<file path="src/rtl/avl_mem_bridge.sv">
// avl_mem_bridge: single-beat CPU load/store port to Avalon-MM master bridge.
// Request/ack handshake toward the core, byte enables, command held under
// waitrequest, out-of-range addresses rejected without a bus access.
// Optional bus watchdog enabled by defining AVL_MEM_BRIDGE_TIMEOUT_EN.
module avl_mem_bridge #(
    parameter int unsigned       ADDR_W      = 28,
    parameter int unsigned       DATA_W      = 32,
    parameter int unsigned       BE_W        = DATA_W / 8,
    parameter logic [ADDR_W-1:0] MAX_ADDR    = 28'hBBB3326,
    parameter int unsigned       TIMEOUT_CYC = 1024
) (
    input  logic              iCLK,
    input  logic              iRST,
    input  logic              cpu_req,
    input  logic              cpu_we,
    input  logic [ADDR_W-1:0] cpu_addr,
    input  logic [DATA_W-1:0] cpu_wdata,
    input  logic [BE_W-1:0]   cpu_be,
    output logic              cpu_busy,
    output logic              cpu_ack,
    output logic              cpu_err,
    output logic [DATA_W-1:0] cpu_rdata,
    output logic [ADDR_W-1:0] avl_address,
    output logic              avl_read,
    output logic              avl_write,
    output logic [DATA_W-1:0] avl_writedata,
    output logic [BE_W-1:0]   avl_byteenable,
    output logic              avl_burstcount,
    input  logic              avl_waitrequest,
    input  logic              avl_readdatavalid,
    input  logic [DATA_W-1:0] avl_readdata
);

    typedef enum logic [2:0] {
        IDLE,
        WR,
        RD,
        RWAIT,
        DONE
    } state_t;

    state_t state;
    state_t next_state;
    logic   next_err;
    logic   timeout_hit;

    // Single-beat transfers only.
    assign avl_burstcount = 1'b1;

`ifdef AVL_MEM_BRIDGE_TIMEOUT_EN
    localparam int unsigned CNT_W = (TIMEOUT_CYC > 1) ? $clog2(TIMEOUT_CYC) : 1;

    logic [CNT_W-1:0] wd_cnt;

    // Watchdog: counts cycles spent waiting on the bus, cleared otherwise.
    always_ff @(posedge iCLK) begin
        if (iRST || state == IDLE || state == DONE) begin
            wd_cnt <= '0;
        end else begin
            wd_cnt <= wd_cnt + CNT_W'(1);
        end
    end

    assign timeout_hit = (wd_cnt == CNT_W'(TIMEOUT_CYC - 1));
`else
    localparam int unsigned unused_timeout_cyc = TIMEOUT_CYC;

    assign timeout_hit = 1'b0;
`endif

    // Next-state and completion status; bus acceptance wins over a
    // simultaneous watchdog expiry.
    always_comb begin
        next_state = state;
        next_err   = 1'b0;
        case (state)
            IDLE: begin
                if (cpu_req) begin
                    if (cpu_addr > MAX_ADDR) begin
                        next_state = DONE;
                        next_err   = 1'b1;
                    end else if (cpu_we) begin
                        next_state = WR;
                    end else begin
                        next_state = RD;
                    end
                end
            end
            WR: begin
                if (!avl_waitrequest) begin
                    next_state = DONE;
                end else if (timeout_hit) begin
                    next_state = DONE;
                    next_err   = 1'b1;
                end
            end
            RD: begin
                if (!avl_waitrequest) begin
                    next_state = RWAIT;
                end else if (timeout_hit) begin
                    next_state = DONE;
                    next_err   = 1'b1;
                end
            end
            RWAIT: begin
                if (avl_readdatavalid) begin
                    next_state = DONE;
                end else if (timeout_hit) begin
                    next_state = DONE;
                    next_err   = 1'b1;
                end
            end
            DONE: begin
                next_state = IDLE;
            end
            default: begin
                next_state = IDLE;
            end
        endcase
    end

    // State register and registered outputs; strobes are decoded from the
    // next state so they line up with the state they belong to.
    always_ff @(posedge iCLK) begin
        if (iRST) begin
            state          <= IDLE;
            cpu_busy       <= 1'b0;
            cpu_ack        <= 1'b0;
            cpu_err        <= 1'b0;
            cpu_rdata      <= '0;
            avl_address    <= '0;
            avl_read       <= 1'b0;
            avl_write      <= 1'b0;
            avl_writedata  <= '0;
            avl_byteenable <= '0;
        end else begin
            state     <= next_state;
            cpu_busy  <= (next_state != IDLE);
            cpu_ack   <= (next_state == DONE);
            cpu_err   <= next_err;
            avl_write <= (next_state == WR);
            avl_read  <= (next_state == RD);
            if (state == IDLE && cpu_req) begin
                avl_address    <= cpu_addr;
                avl_writedata  <= cpu_wdata;
                avl_byteenable <= cpu_be;
            end
            if (state == RWAIT && avl_readdatavalid) begin
                cpu_rdata <= avl_readdata;
            end
        end
    end

endmodule

</file>
<file path="config.mk">
export PLATFORM = sky130hd
export DESIGN_NAME = avl_mem_bridge
export DESIGN_NICKNAME = d
export VERILOG_FILES = /design/src/rtl/avl_mem_bridge.sv
export SDC_FILE = /design/constraint.sdc
export NUM_CORES = 1
export LEC_CHECK = 0
export CORE_UTILIZATION = 39
export CTS_CLUSTER_SIZE = 30
export DETAILED_ROUTE_END_ITERATION = 7
export HOLD_SLACK_MARGIN = 0.08
export PLACE_DENSITY_LB_ADDON = 0.25
export SYNTH_ARGS = -nofsm -noshare
export SYNTH_HDL_FRONTEND = slang
export SYNTH_SLANG_ARGS = --single-unit
</file>
<file path="constraint.sdc">
create_clock -name iCLK -period 2.2 [get_ports iCLK]
set_clock_uncertainty 0.15 [all_clocks]
set_input_delay 0.33 -clock iCLK [delete_from_list [all_inputs] [get_ports iCLK]]
set_output_delay 0.33 -clock iCLK [all_outputs]
set_load 0.02 [all_outputs]
</file>
**After elaboration in Yosys (flattened, before gate mapping)**

Index checks and enable logic that the tools add are counted.

- Magnitude comparators: 1
- Equal/unequal tests: 6
- Muxes and demuxes: 8
- Bitwise logic cells: 2
- Reduce and logical (&&, ||, !) cells: 5

Operators by type and width:

| kind | number |
|---|---|
| $gt 28x28->1 const B | 1 |
| $mux 3 | 5 |
| $pmux 3 s4 | 1 |
| $eq 3x2->1 const B | 3 |
| $eq 3x1->1 const B | 2 |
| $eq 3x3->1 const B | 1 |
| $logic_not 3->1 | 1 |
| $reduce_bool 3->1 | 1 |
| $reduce_or 3->1 | 1 |
| $logic_and 1x1->1 | 2 |
| $mux 2 | 1 |
| $not 1->1 | 2 |
| $mux 1 | 1 |

- Bits in registers: 104
- Input port bits: 102
- Output and inout port bits: 102
- Word-level logic and storage cells: 32

**Logic depth before layout (Yosys ltp)**

- Depth in word-level cells: 5
- Gate-level depth with buffers: 7
- Gate-level depth less buffers: 6

**Worst setup path after synthesis**

Ideal clock, no wire load.

- Kind: input to register
- Start point: in cpu_addr[14]
- End point: reg avl_write
- Library setup time: 0.130 ns
- Data arrival time: 1.665 ns
- Required time: 1.920 ns
- Slack: 0.255 ns
- Stages on the path: 6
- Path through: or2_1 -> or4_4 -> a211oi_2 -> o21bai_2 -> a31oi_2 -> nor3_2

- Cells in the longest elaborated chain, start to end: 5

RTL lines:

| item | RTL line | RTL |
|---|---|---|
| from (decl) | 16 | `input logic [ADDR_W-1:0] cpu_addr,` |
| $gt 28x28->1 | 79 | `if (cpu_addr > MAX_ADDR) begin` |
| $mux 3 | 79 |  |
| $mux 3 | 78 | `if (cpu_req) begin` |
| $pmux 3 s4 | 76 | `case (state)` |
| $eq 3x1->1 | 141 | `avl_write <= (next_state == WR);` |
| to (signal assigned) | 141 |  |
| to (decl) | 25 | `output logic avl_write,` |

Every way passes these cells.
A chain may end at the register's enable or synchronous reset.

**Final worst setup path**

Same ends and word-level chain as after synthesis.

==> summary.md <==
| Metric | Value |
|---|---|
| Post-DRT Antenna Nets | 0 |
| Worst setup SP type | input port |
| Chip Width | 100 µm |
| Initial Util | 0.405 |
| WP data arrival | 2.22 ns |
| Worst skew pair latency | 0.34 ns |
| Antenna diodes | 0 |
| GRT Total Usage | 0.218 |
| Layout cell share with drive strength beyond 1 | 0.0764 |
| Syn_area_per_cell | 7.93 µm² |
| Slew headroom | 0.598 |
| Pleak | 2.24 nW |
| Postcts setup bufs | 0 |
| TritonCTS buffer count | 9 |
| Most frequent cells in the layout | clkdlybuf4s50_1 (201), nand2_1 (197), dfxtp_1 (104) |
| First-pass GRT wire length | 17.4 mm |
| RSZ-0062 raised after global routing | false |
| Area delta synth->final | 65.2% |
| Via density | 4.82 |
| Filler Cell Count | 795 |
| Register area share after synthesis | 0.552 |
| Setup Crit Path Kind | input port to register |
| Final setup vio count | 0 |
| H-tree lvl count | 3 |
| Max-Cap Viols | 0 |
| DR WL/cell | 13.6 µm |
| Die area | 10100 µm² |
| PostCTS Resize Cnt | 0 |
| Largest net degree at the start of global routing | 52 |
| Overflow after GRT | 0 |
| I/O pin count | 204 |
| CTS tree | done |
| Worst-margin pin slew | 0.603 ns |
| DRC viols | 0 |
| Fmax achieved | 465 MHz |
| Worst Path Required | 2.27 ns |
| Worst Setup End Kind | register |
| Synth Instances | 476 |
| Hold Vio Cnt, Final | 0 |
| Setup TNS | 0 ns |
| Commonest non-fill, non-tap cell in the layout | clkdlybuf4s50_1 |
| Antenna violations before repair | 0 |
| Clock Tree Root | clkbuf_8 |
| Post-DP HPWL | 8.27 mm |
| Power per cell area | 669 nW/µm² |
| Detailed-route wire length | 11.0 mm |
| Standard-cell rows | 35 |
| Post-CTS Hold Buffers | 0 |
| Port Buffers | 202 |
| Period utilization | 0.978 |
| Crit path launch | cpu_addr[14] |
| Hold Crit Class | input port to register |
| Syn nets | 578 |
| Placer Congestion | 0.858 |
| Vias | 3901 |
| Min Tclk post-route | 2.15 ns |
| Fin nets | 779 |
| Library cells used by synthesis | 39 |
| Synthesis Warnings | 0 |
| Fin. max-slew vios | 0 |
| Pre-CTS WS | -0.301 ns |
| Synth Register Bits | 104 |
| Initial drt markers | 83 |
| Clk buf depth | 2 |
| Clock transition at path regs | 0.09 ns |
| R2r startpoint | state[2] |
| Vias in the first global route | 3751 |
| HP Start | iRST |
| Max FO, Critical Path | 4 |
| Hold slack | 0.214 ns |
| Core area | 9330 µm² |
| Maximum vdd drop | 342 µV |
| Status | completed |
| Worst Slack Setup Final | 0.0474 ns |
| Die Y | 100 µm |
| Placed cell area | 6030 µm² |
| Clk sinks | 104 |
| Post-Syn Area | 3770 µm² |
| Detailed Routing Iterations Pass 1 | 4 |
| Final Cell Area | 6230 µm² |
==> registers in the layout, summed over array words and instances, names as in the netlist, 3 cells and up <==
register and cells:
avl_byteenable 4, avl_address 28, state 3, cpu_rdata 32
avl_writedata 32
==> worst paths after layout <==
kind | to | slack [ns] | cells past startpoint
worst min register to register | cpu_rdata[0] | 0.30 | 2
worst max register to register | cpu_ack | 0.34 | 4
worst max-delay path | avl_write | 0.05 | 7
worst min-delay path | state[0] | 0.21 | 2
==> routing by layer <==
layer | GRT usage | vias to the layer above | part of all wire
met1 | 0.247 | 1773 | 0.40
met2 | 0.372 | 150 | 0.48
met4 | 0.0981 | 0 | 0.032
met3 | 0.0710 | 30 | 0.083
met5 | 0 | - | 0
li1 | - | 1948 | -
==> synth_stat cells <==
library cell / instances / area share
buf_2: 10 / 0.013
dfxtp_1: 104 / 0.55
a21o_2: 1 / 0.0023
nand4b_1: 1 / 0.0023
a311oi_1: 1 / 0.0023
nor4b_1: 1 / 0.0023
o22ai_1: 1 / 0.0017
o21ai_0: 1 / 0.0013
nor3_2: 2 / 0.0053
nand2_1: 197 / 0.20
o311ai_0: 1 / 0.0023
nor3_1: 1 / 0.0013
nand3b_1: 1 / 0.0020
or4b_1: 1 / 0.0027
a31oi_2: 1 / 0.0033
conb_1: 1 / 0.00099
a32oi_1: 1 / 0.0023
o31a_1: 1 / 0.0023
buf_4: 1 / 0.0020
nor4_1: 1 / 0.0017
a31oi_1: 1 / 0.0017
a31o_1: 2 / 0.0046
o21bai_2: 1 / 0.0030
or4_4: 1 / 0.0030
nor3b_1: 1 / 0.0020
mux2i_1: 1 / 0.0027
or2_2: 1 / 0.0017
a211oi_2: 1 / 0.0033
nor2_1: 5 / 0.0050
and4_1: 1 / 0.0023
or2_1: 2 / 0.0033
nand4_1: 2 / 0.0033
inv_1: 2 / 0.0020
nor3_4: 1 / 0.0043
o31ai_1: 1 / 0.0020
clkbuf_1: 25 / 0.025
nor2b_1: 1 / 0.0017
a21oi_1: 97 / 0.13
nand3_1: 1 / 0.0013
==> final cells by class <==
cell class / count / area, µm² / area share
repair buffers: 226 / 2240 / 0.359
flip-flops and latches: 104 / 2080 / 0.334
multi-input cells: 334 / 1540 / 0.247
well taps: 129 / 161 / 0.0259
clock buffers: 11 / 151 / 0.0243
clock inverters: 4 / 52.6 / 0.00843
inverters: 2 / 7.51 / 0.00120
==> report_power, final <==
group	leakage [nW]	total, W	switching, W	internal (W)
logic	1.29	0.000901	0.000440	0.000462
clock network	0.106	0.00122	0.000630	0.000588
registers	0.849	0.00205	0.0000579	0.00199
==> critical path: stages <==
cell and delay (ns):
clkdlybuf4s50_1 0.42, or2_1 0.25, or4_4 0.50, a211oi_2 0.23, o21bai_2 0.14, a31oi_2 0.26
nor3_2 0.07
==> kinds of logic (layout without fill, tap and decap cells) <==
kind of cell / Yosys count / in the layout / share of synthesized area
AO/OA/AOI/OAI: 111 / 111 / 0.161
AND/OR/NAND/NOR: 221 / 221 / 0.241
buffers and inverters: 38 / 243 / 0.0421
flip-flops: 104 / 104 / 0.552
other: 1 / 1 / 0.000994
multiplexers: 1 / 1 / 0.00265
==> per-stage QoR <==
step | cells | util | total power, W
after floorplan | 476 | - | 0.00249
after global placement | 795 | 0.646 | 0.00298
after detailed placement | 795 | 0.646 | 0.00300
after CTS | 810 | 0.668 | 0.00421
after global routing | 810 | 0.668 | 0.00436
final | 810 | 0.668 | 0.00417
Power figures use the tool's default switching activity.
